`src/rtl/data_mem_arbiter.sv`:
```
// data_mem_arbiter
//   Two-port (CPU + debug/loader) arbiter in front of a single data memory map.
//   A three-state FSM (IDLE -> ACCESS -> DONE) serves one access at a time.
//   Accesses to registers/IO and all writes complete after FAST_WAIT cycles.
//   SRAM reads (addr >= 0x0060, not IO) complete after SRAM_RD_WAIT cycles.
//   When both ports request, they are served round-robin.
//
// Ports
//   clk, reset_n                      clock, asynchronous active-low reset
//   cpu_req/we/io_only/addr/wdata     CPU request side (level request)
//   cpu_gnt, cpu_done, cpu_rdata      CPU accept pulse, completion pulse, read data
//   dbg_req/we/addr/wdata             debug request side (data space only)
//   dbg_gnt, dbg_done, dbg_rdata      debug accept pulse, completion pulse, read data
//   mem_addr/we/data_in/io_only       memory map request (registered)
//   mem_q                             memory map read data
//   busy                              high whenever the FSM is not IDLE
module data_mem_arbiter #(
  parameter int unsigned SRAM_RD_WAIT = 3,
  parameter int unsigned FAST_WAIT    = 1
) (
  input  logic        clk,
  input  logic        reset_n,
  input  logic        cpu_req,
  input  logic        cpu_we,
  input  logic        cpu_io_only,
  input  logic [15:0] cpu_addr,
  input  logic [7:0]  cpu_wdata,
  output logic        cpu_gnt,
  output logic        cpu_done,
  output logic [7:0]  cpu_rdata,
  input  logic        dbg_req,
  input  logic        dbg_we,
  input  logic [15:0] dbg_addr,
  input  logic [7:0]  dbg_wdata,
  output logic        dbg_gnt,
  output logic        dbg_done,
  output logic [7:0]  dbg_rdata,
  output logic [15:0] mem_addr,
  output logic        mem_we,
  output logic [7:0]  mem_data_in,
  output logic        mem_io_only,
  input  logic [7:0]  mem_q,
  output logic        busy
);

  typedef enum logic [1:0] {
    IDLE   = 2'd0,
    ACCESS = 2'd1,
    DONE   = 2'd2
  } state_t;

  // Counter load values are the wait count minus one: the counter reaching
  // zero marks the last ACCESS cycle.
  localparam logic [2:0]  FAST_LOAD = 3'(FAST_WAIT - 1);
  localparam logic [2:0]  SRAM_LOAD = 3'(SRAM_RD_WAIT - 1);
  localparam logic [15:0] SRAM_BASE = 16'h0060;

  state_t      state_r;
  logic [2:0]  cnt_r;
  logic        last_dbg_r;   // 1: debug port was granted most recently
  logic        owner_dbg_r;  // 1: in-flight access belongs to debug port
  logic        read_r;       // in-flight access is a read

  logic        any_req_s;
  logic        sel_dbg_s;
  logic        sel_we_s;
  logic        sel_io_s;
  logic [15:0] sel_addr_s;
  logic [7:0]  sel_wdata_s;
  logic [2:0]  sel_load_s;

  // Only SRAM reads use the slow timing; every write, every IO access and the
  // register window below SRAM_BASE complete on the fast path.
  function automatic logic [2:0] wait_load(input logic we, input logic io,
                                           input logic [15:0] addr);
    logic [2:0] load;
    if (we || io || (addr < SRAM_BASE)) begin
      load = FAST_LOAD;
    end else begin
      load = SRAM_LOAD;
    end
    return load;
  endfunction

  // Winner selection and wait-count lookup for the request being sampled.
  always_comb begin
    any_req_s   = cpu_req | dbg_req;
    sel_dbg_s   = 1'b0;
    sel_we_s    = cpu_we;
    sel_io_s    = cpu_io_only;
    sel_addr_s  = cpu_addr;
    sel_wdata_s = cpu_wdata;
    // Debug wins when alone, or on contention when the CPU was granted last.
    if (dbg_req && (!cpu_req || !last_dbg_r)) begin
      sel_dbg_s   = 1'b1;
      sel_we_s    = dbg_we;
      sel_io_s    = 1'b0;
      sel_addr_s  = dbg_addr;
      sel_wdata_s = dbg_wdata;
    end else begin
      sel_dbg_s   = 1'b0;
    end
    sel_load_s = wait_load(sel_we_s, sel_io_s, sel_addr_s);
  end

  // Arbitration FSM with registered handshake and memory-map outputs.
  always_ff @(posedge clk or negedge reset_n) begin
    if (!reset_n) begin
      state_r     <= IDLE;
      cnt_r       <= 3'd0;
      last_dbg_r  <= 1'b1;
      owner_dbg_r <= 1'b0;
      read_r      <= 1'b0;
      cpu_gnt     <= 1'b0;
      cpu_done    <= 1'b0;
      cpu_rdata   <= 8'h00;
      dbg_gnt     <= 1'b0;
      dbg_done    <= 1'b0;
      dbg_rdata   <= 8'h00;
      mem_addr    <= 16'h0000;
      mem_we      <= 1'b0;
      mem_data_in <= 8'h00;
      mem_io_only <= 1'b0;
      busy        <= 1'b0;
    end else begin
      // Pulses default low; mem_we is only ever high in the first ACCESS cycle.
      cpu_gnt  <= 1'b0;
      dbg_gnt  <= 1'b0;
      cpu_done <= 1'b0;
      dbg_done <= 1'b0;
      mem_we   <= 1'b0;
      case (state_r)
        IDLE: begin
          if (any_req_s) begin
            state_r     <= ACCESS;
            busy        <= 1'b1;
            cnt_r       <= sel_load_s;
            last_dbg_r  <= sel_dbg_s;
            owner_dbg_r <= sel_dbg_s;
            read_r      <= ~sel_we_s;
            mem_addr    <= sel_addr_s;
            mem_we      <= sel_we_s;
            mem_data_in <= sel_wdata_s;
            mem_io_only <= sel_io_s;
            if (sel_dbg_s) begin
              dbg_gnt <= 1'b1;
            end else begin
              cpu_gnt <= 1'b1;
            end
          end else begin
            state_r <= IDLE;
            busy    <= 1'b0;
          end
        end
        ACCESS: begin
          if (cnt_r == 3'd0) begin
            if (read_r) begin
              if (owner_dbg_r) begin
                dbg_rdata <= mem_q;
              end else begin
                cpu_rdata <= mem_q;
              end
            end
            if (owner_dbg_r) begin
              dbg_done <= 1'b1;
            end else begin
              cpu_done <= 1'b1;
            end
            state_r <= DONE;
          end else begin
            cnt_r <= cnt_r - 3'd1;
          end
        end
        DONE: begin
          // Requests are ignored here; a held request re-arbitrates in IDLE.
          state_r <= IDLE;
          busy    <= 1'b0;
        end
        default: begin
          state_r <= IDLE;
          busy    <= 1'b0;
        end
      endcase
    end
  end

endmodule

```
`config.mk`:
```
export PLATFORM = sky130hd
export DESIGN_NAME = data_mem_arbiter
export DESIGN_NICKNAME = d
export VERILOG_FILES = /design/src/rtl/data_mem_arbiter.sv
export SDC_FILE = /design/constraint.sdc
export NUM_CORES = 1
export LEC_CHECK = 0
export ABC_AREA = 1
export CAP_MARGIN = 20
export CORE_MARGIN = 5
export CORE_UTILIZATION = 28
export CTS_CLUSTER_SIZE = 14
export DETAILED_ROUTE_END_ITERATION = 7
export PLACE_DENSITY = 0.7
export SLEW_MARGIN = 20
export SYNTH_ARGS = -nofsm -noshare
export SYNTH_HDL_FRONTEND = slang
export SYNTH_SLANG_ARGS = --single-unit
```
`constraint.sdc`:
```
create_clock -name clk -period 2.45 [get_ports clk]
set_input_delay 0.49 -clock clk [delete_from_list [all_inputs] [get_ports clk]]
set_output_delay 0.49 -clock clk [all_outputs]
set_load 0.01 [all_outputs]
```
==> results_dict.tcl, run 1 <==
set metrics [dict create \
    grtUsageMet2 0.2185 \
    clockBufferDepth 2 \
    antenna_found_initial 0 \
    r2r_cells 6 \
    ys_ff_latch 55 \
    cp.required_ns 2.64 \
    ys_async_sr_fraction 1.000 \
    rsz0062_at_grt "no" \
    post_cts_buffers 0 \
    grt-ovfl-total 0 \
    viasPerCell 4.414 \
    cts_tree "done" \
    cp_top_family "simple AND/OR/NAND/NOR gates" \
    cts-htree-levels 2 \
    relSlewSlack 0.5459 \
    grt_pass1_wl_um 10670 \
    period_needed_ns 1.812 \
    ctsRootBufferMaster "clkbuf_8" \
    outcome "complete, no violations" \
    yosys_warnings 0 \
    cp_slowest_cell "dfrtp_1" \
    postRouteAntennaNets 0 \
    die_area_um2 10670 \
    synth_cell_types 22 \
    synth_edf_count 0 \
    num_vias 2141 \
    wirelength_um 6698 \
    ys_top_cells_by_area "dfrtp_1 55%, nand2_1 9.7%, o21ai_0 7.6%" \
    regArea_um2 1378 \
    cts_sinks 55 \
    worst_pin_slew_ns 0.6811 \
    grt_pass1_vias 2280 \
    grt_max_degree 56 \
    drt-pass1-iter-count 4 \
    synthToLayoutAreaGrowth_pct 54.70 \
    die_h_um 103.3 \
    r2r_start "cnt_r[0]" \
    grt_util_met3 0.03756 \
    drc 0 \
    cts_buffers 5 \
    fmax_mhz 551.9 \
    synthFlopType "dfrtp_1" \
    p_per_area_nw_per_um2 1107 \
    drtIter0Drc 60 \
    n_antenna_cell 0 \
    fin_worst_skew_ns 0.01422 \
    num_rows 34 \
    cap_violations 0 \
    vdd_drop_max_mv 0.4941 \
    start_util 0.2835 \
    worst-path-buf-inv 1 \
    setup_tns_ns 0 \
    syn_nets 327 \
    synthCells 262 \
    syn_area_per_cell_um2 9.298 \
    period_share 0.7396 \
    worst_path_largest_cell_delay_ns 0.41 \
    r2r_slack_ns 0.64 \
    cts_hold_buf 0 \
    path_common_cell "ha_1" \
    met1_usage 0.1589 \
    setup_violations 0 \
    finalHoldViolations 0 \
    worstSetupPathType "reg -> reg" \
    p_leak_nw 1.721 \
    coreArea_um2 8593 \
    cp.arrival_ns 2.00 \
    reg2reg_to "dbg_rdata[4]" \
    synth_area_um2 2436 \
    drive_above_1_share 0.1034 \
    multi_input_area_um2 915.9 \
    yosysSeqAreaShare 0.5655 \
    routedWlPerCell_um 13.81 \
    clk_pin_slew_worst_paths_ns 0.11 \
    final_nets 441 \
    critPathMaxFanout 8 \
    synth_top_cell_by_area "dfrtp_1" \
    synth_top_area_frac 0.5547 \
    finalCoreUtilization 0.4386 \
    place_congestion 0.8153 \
    endpoint_kind "flip-flop" \
    num_io_pins 110 \
    cts_resized 0 \
    insertion_delay_ns 0.31 \
    cp-start-kind "flip-flop" \
    dp.final_hpwl_um 5309 \
    numPortBuffers 109 \
    min-delay-path-class "in -> async" \
    top_usage_layer "met2" \
    die_w_um 103.3 \
    cp_cell_sequence "inv_1 -> ha_1 -> ha_1 -> nand2_4 -> nor3_4 -> mux2_2" \
    grt_usage 0.1282 \
    fillers 821 \
    maxSlewViolCount 0 \
]
-- cells in the final DEF (no fill, tap or decap), types with 3 or more instances in the layout --
| master | count |
|---|---|
| buf_4 | 8 |
| nand3_1 | 3 |
| clkdlybuf4s50_1 | 108 |
| dfrtp_1 | 54 |
| clkbuf_8 | 5 |
| mux2_2 | 15 |
| inv_1 | 27 |
| nor2_1 | 29 |
| nand2_1 | 63 |
| o21ai_0 | 37 |
| nand3b_1 | 9 |
-- worst max-delay path by stage --
stage                         from            to  cells past startpoint
after floorplan           cnt_r[0]  dbg_rdata[0]                      6
after global placement     cpu_req      cnt_r[1]                     10
after detailed placement   cpu_req      cnt_r[1]                     10
after CTS                 cnt_r[0]  dbg_rdata[4]                      6
after global routing       cpu_req      cnt_r[1]                     10
final                     cnt_r[0]  dbg_rdata[4]                      6
-- state kept, by name (all words and copies together), names as in the netlist --
name / cells
mem_addr: 16
cpu_rdata: 8
dbg_rdata: 8
mem_data_in: 8
cnt_r: 3
state_r: 2
busy: 1
cpu_done: 1
cpu_gnt: 1
dbg_done: 1
dbg_gnt: 1
last_dbg_r: 1
mem_io_only: 1
mem_we: 1
owner_dbg_r: 1
read_r: 1
-- report_power, final --
part           total (mW)  internal [mW]  switching (mW)  leakage [nW]
clock               0.508          0.205           0.303        0.0408
sequential           1.59           1.35           0.241         0.674
combinational        2.08           1.10           0.973          1.01
-- cell usage after synthesis, types with 2 or more instances --
master and count:
nand3_1 3, o21ai_0 37, a21oi_1 2, mux2_2 15, nor3_4 2, nand2_1 63, nand3b_1 9, inv_1 27
nor2_1 29, buf_2 6, ha_1 2, dfrtp_1 54, clkbuf_1 4
-- cell families (layout without fill, tap and decap cells) --
kind of cell    Yosys count  count (layout)  share of synthesized area
fa+ha+maj                 2               2                    0.01027
flops                    55              55                     0.5655
simple gates            110             110                     0.2029
mux                      16              16                    0.07396
buf+inv                  37             152                    0.06009
compound gates           42              42                    0.08732
-- through the flow --
step	worst slack, ns	area (µm²)	instances	hold slack [ns]	power [mW]
2_1_floorplan	0.8631	2436	262	0.1944	2.563
3_3_place_gp	0.4074	3676	477	0.4656	3.646
3_5_place_dp	0.3140	3676	477	0.4744	3.720
4_1_cts	0.6177	3769	485	0.3156	4.246
5_1_grt	0.4931	3769	485	0.3494	4.505
6_report	0.6381	3769	485	0.2974	4.173
-- final cells by class --
cell class                 count  area share
clock inverter                 3    0.006308
inverter                      27     0.02689
clock buffer                   5     0.01826
multi-input combinational    170      0.2430
tap                          108     0.03586
sequential                    55      0.3655
timing repair buffer         117      0.3041
-- per-layer routing --
layer  vias to the layer above  wire length, µm
li1                       1066                -
met1                       978             2847
met2                        86             3231
met3                        11              488
met4                         0              131
met5                         -                0
No activity file was read; power rests on OpenSTA's default activity.
==> run 2: changes to the inputs <==
clock period = 1.83 ns   (was 2.45 ns; I/O delays follow)
==> results_dict.tcl, run 2 (synthesis results as in run 1) <==
set metrics [dict create \
    grt_usage 0.1266 \
    min_from "busy" \
    pwr-share-seq 0.376 \
    fmax_mhz 586.1 \
    min-delay-path-class "reg -> reg" \
    hold_depth 2 \
    finalCoreUtilization 0.4474 \
    endpoint_kind "flip-flop" \
    p_int_mw 3.604 \
    synthToLayoutAreaGrowth_pct 57.83 \
    vdd_drop_max_mv 0.5223 \
    coreArea_um2 8593 \
    largest_reg_flops 16 \
    final_nets 447 \
    critPathMaxFanout 8 \
    dp.final_hpwl_um 5315 \
    cp.required_ns 2.02 \
    power_frac_clock 0.124 \
    num_io_pins 110 \
    rsz0062_at_grt "no" \
    reg2reg_to "dbg_rdata[4]" \
    grt-ovfl-total 0 \
    cp.arrival_ns 1.90 \
    layout_commonest_cell "clkdlybuf4s50_1" \
    numPortBuffers 109 \
    clk_pin_slew_worst_paths_ns 0.11 \
    fin_cells 491 \
    final_cell_mix "108 x clkdlybuf4s50_1, 63 x nand2_1, 54 x dfrtp_1" \
    num_rows 34 \
    clockBufferDepth 2 \
    r2r_cells 7 \
    power_frac_comb 0.500 \
    drive_above_1_share 0.1149 \
    drtIter0Drc 33 \
    p_leak_nw 1.765 \
    p_per_area_nw_per_um2 1466 \
    ctsRootBufferMaster "clkbuf_8" \
    finalHoldViolations 0 \
    cts_buffers 5 \
    routedWlPerCell_um 13.44 \
    cts-htree-levels 2 \
    n_antenna_cell 0 \
    grt_pass1_wl_um 10550 \
    r2r_slack_ns 0.12 \
    switching_power_mw 2.031 \
    period_share 0.9324 \
    relSlewSlack 0.7463 \
    worstSetupPathType "reg -> reg" \
    grt_max_degree 41 \
    fin_worst_skew_ns 0.01338 \
    num_vias 2141 \
    die_area_um2 10670 \
    start_util 0.2835 \
    insertion_delay_ns 0.31 \
    viasPerCell 4.360 \
    cts_resized 0 \
    cap_violations 0 \
    cts_sinks 55 \
    r2r_start "cnt_r[0]" \
    wirelength_um 6597 \
    largest_register "mem_addr" \
    maxSlewViolCount 0 \
    die_w_um 103.3 \
    place_congestion 0.8491 \
    setup_violations 0 \
    die_h_um 103.3 \
    drt-pass1-iter-count 4 \
    post_cts_buffers 0 \
    cts_tree "done" \
    dp_cells 482 \
    cp-start-kind "flip-flop" \
    period_needed_ns 1.706 \
    antenna_found_initial 0 \
    switching_share 0.3604 \
    outcome "complete, no violations" \
    drc 0 \
    worst_pin_slew_ns 0.3806 \
    grt_pass1_vias 2213 \
    postRouteAntennaNets 0 \
    hold_end "busy" \
]
run 2: changes by cell type in the layout (fill, tap and decap cells not counted), sizes merged:
cell / change
clkinvlp: -1
dlygate4sd3: +1
clkinv: +1
buf: +5
run 2: timing repair:
action                                  4_1_cts  5_1_grt
endpoints found under the hold margin        15        0
endpoints found under the setup margin        0        0
hold buffers                                  1        0
run 2: cell type report:
type	count	area, µm²
multi-input cells	170	915.9
repair buffers	123	1219
flip-flops and latches	55	1378
inverters	27	101.3
clock buffers	5	68.82
fillers	840	4748
well taps	108	135.1
clock inverters	3	27.53
run 2: worst max path at each step:
stage	to	slack, ns	start	cells after the start
final	dbg_rdata[4]	0.12	cnt_r[0]	7
after global routing	dbg_rdata[4]	0.008	cnt_r[0]	7
after CTS	dbg_rdata[4]	0.11	cnt_r[0]	7
after detailed placement	cnt_r[1]	-0.01	cpu_req	11
after global placement	cnt_r[1]	0.04	cpu_req	11
after floorplan	dbg_rdata[0]	0.24	cnt_r[0]	6
run 2: power by group through the flow:
| stage | sequential, mW | clock, mW | combinational [mW] |
|---|---|---|---|
| detailed placement | 2.14 | 0 | 2.88 |
| floorplan | 2.33 | 0 | 1.10 |
| global route | 2.19 | 0.780 | 3.11 |
| global placement | 2.13 | 0 | 2.83 |
| CTS | 2.13 | 0.737 | 2.88 |
| finish | 2.12 | 0.701 | 2.82 |
run 2: stage by stage:
| stage | setup slack [ns] | setup TNS (ns) | cell area, µm² | power, mW | hold slack, ns |
|---|---|---|---|---|---|
| final | 0.1238 | 0 | 3845 | 5.635 | 0.4851 |
| after global routing | 0.007732 | 0 | 3845 | 6.082 | 0.5212 |
| after CTS | 0.1077 | 0 | 3845 | 5.746 | 0.4950 |
| after detailed placement | -0.01186 | -0.01186 | 3739 | 5.018 | 0.3022 |
| after global placement | 0.04366 | 0 | 3739 | 4.957 | 0.3088 |
| after floorplan | 0.2431 | 0 | 2436 | 3.431 | 0.07041 |
run 2: layer usage:
layer | part of all wire | global-route usage | wire (µm) | vias up
met5 | 0 | 0 | 0 | -
met4 | 0.016 | 0.03088 | 103 | 0
met3 | 0.078 | 0.03823 | 512 | 10
met2 | 0.46 | 0.2097 | 3054 | 75
met1 | 0.44 | 0.1627 | 2926 | 982
li1 | - | - | - | 1074
run 2: critical path, cell delays in order (launching register included):
cell and delay [ns]:
dfrtp_1 0.41, inv_1 0.07, ha_1 0.14, ha_1 0.21
nand2_4 0.10, nor3_4 0.11, buf_4 0.19, mux2_2 0.35
==> run 3: changes to the inputs <==
CORE_UTILIZATION = 41   (was 28)
PLACE_DENSITY = 0.91   (was 0.7)
==> results_dict.tcl, run 3 (synthesis results as in run 1) <==
set metrics [dict create \
    outcome "complete, no violations" \
    routedWlPerCell_um 15.20 \
    synthToLayoutAreaGrowth_pct 57.16 \
    start_util 0.4164 \
    grt_pass1_vias 2414 \
    cts_sinks 55 \
    grt-ovfl-total 0 \
    worst_pin_slew_ns 0.5559 \
    maxSlewViolCount 0 \
    finalHoldViolations 0 \
    worst-path-buf-inv 2 \
    setup_violations 0 \
    num_vias 2237 \
    cts_buffers 5 \
    worst_path_largest_cell_delay_ns 0.40 \
    met1_usage 0.2134 \
    die_h_um 87.08 \
    period_share 0.9503 \
    top_usage_layer "met2" \
    critPathMaxFanout 8 \
    insertion_delay_ns 0.30 \
    p_per_area_nw_per_um2 1500 \
    place_congestion 0.8625 \
    clk_pin_slew_worst_paths_ns 0.10 \
    fmax_mhz 575.0 \
    period_needed_ns 1.739 \
    viasPerCell 4.895 \
    min-delay-path-class "in -> async" \
    cts_hold_buf 0 \
    largest_register "mem_addr" \
    cp_top_family "flip-flops" \
    drtIter0Drc 71 \
    cap_violations 0 \
    dp.final_hpwl_um 5546 \
    fin_worst_skew_ns 0.01212 \
    n_antenna_cell 0 \
    cts_tree "done" \
    worstSetupPathType "reg -> reg" \
    postRouteAntennaNets 0 \
    die_w_um 87.08 \
    coreArea_um2 5851 \
    dpl_cell_area_um2 3682 \
    p_leak_nw 1.771 \
    setup_tns_ns 0 \
    cts-htree-levels 2 \
    timing.hold.ws_ns 0.03912 \
    grtUsageMet2 0.3540 \
    cp_cell_sequence "inv_1 -> ha_1 -> ha_2 -> nand2_4 -> nor3_4 -> buf_12 -> mux2_1" \
    num_io_pins 110 \
    endpoint_kind "flip-flop" \
    grt_usage 0.1902 \
    grt_pass1_wl_um 11220 \
    cp_slowest_cell "dfrtp_1" \
    design_area_um2 3829 \
    cp-start-kind "flip-flop" \
    relSlewSlack 0.6294 \
    final_cell_mix "108 x clkdlybuf4s50_1, 63 x nand2_1, 54 x dfrtp_1" \
    grt_util_met3 0.03974 \
    cp.required_ns 2.02 \
    grt_max_degree 33 \
    drive_above_1_share 0.1178 \
    largest_reg_flops 16 \
    ctsRootBufferMaster "clkbuf_8" \
    die_area_um2 7583 \
    layout_commonest_cell "clkdlybuf4s50_1" \
    fillers 478 \
    vdd_drop_max_mv 0.7558 \
    cp.arrival_ns 1.93 \
    final_nets 446 \
    numPortBuffers 109 \
    drt-pass1-iter-count 4 \
    wirelength_um 6947 \
    num_rows 28 \
    drc 0 \
    antenna_found_initial 0 \
    clockBufferDepth 2 \
]
-- run 3: cell count changes in the layout (fill, tap and decap cells not counted), sizes merged --
cell,previous run,this run
clkbuf,5,7
clkinv,1,0
dlygate4sd3,1,0
inv,28,27
-- run 3: worst paths after layout --
kind / from / to / depth (start not counted) / slack, ns
min reg2reg: last_dbg_r / last_dbg_r / 2 / 0.49
max: cnt_r[0] / dbg_rdata[7] / 7 / 0.09
min: reset_n / mem_addr[14] / 1 / 0.04
max reg2reg: cnt_r[0] / dbg_rdata[7] / 7 / 0.09
max in group asynchronous: reset_n / mem_data_in[4] / 2 / 1.23
min in group clk: last_dbg_r / last_dbg_r / 2 / 0.49
-- run 3: repair_timing --
| action | 4_1_cts | 5_1_grt |
|---|---|---|
| endpoints found under the setup margin | 1 | 16 |
| pin swaps | 1 | 1 |
| gates resized for setup | 0 | 1 |
| setup buffers | 1 | 1 |
-- run 3: metrics by stage --
step	util	worst slack, ns	power [mW]	instances
floorplan	-	0.2431	3.431	262
global placement	0.6294	0.08423	4.872	447
detailed placement	0.6294	-0.009353	5.027	447
CTS	0.6506	0.04111	5.784	456
global route	0.6544	-0.02250	6.144	457
finish	0.6544	0.09097	5.743	457
-- run 3: final cells by class --
type,instances,area [µm²],share of cell area
flip-flops and latches,55,1378,0.3598
repair buffers,122,1234,0.3222
multi-input cells,170,918.4,0.2399
inverters,27,101.3,0.02647
clock buffers,7,96.34,0.02516
well taps,75,93.84,0.02451
clock inverters,1,7.507,0.001961
-- run 3: power by group --
part / internal (mW) / switching, mW / total (mW) / leakage, nW
combinational: 1.53 / 1.36 / 2.89 / 1.05
sequential: 1.81 / 0.322 / 2.13 / 0.674
clock: 0.345 / 0.377 / 0.722 / 0.0505
total: 3.68 / 2.06 / 5.74 / 1.77
-- run 3: metal layers --
layer | routed length (µm) | share of wire
met5 | 0 | 0
met4 | 162 | 0.023
met3 | 464 | 0.067
met2 | 3568 | 0.51
met1 | 2751 | 0.40
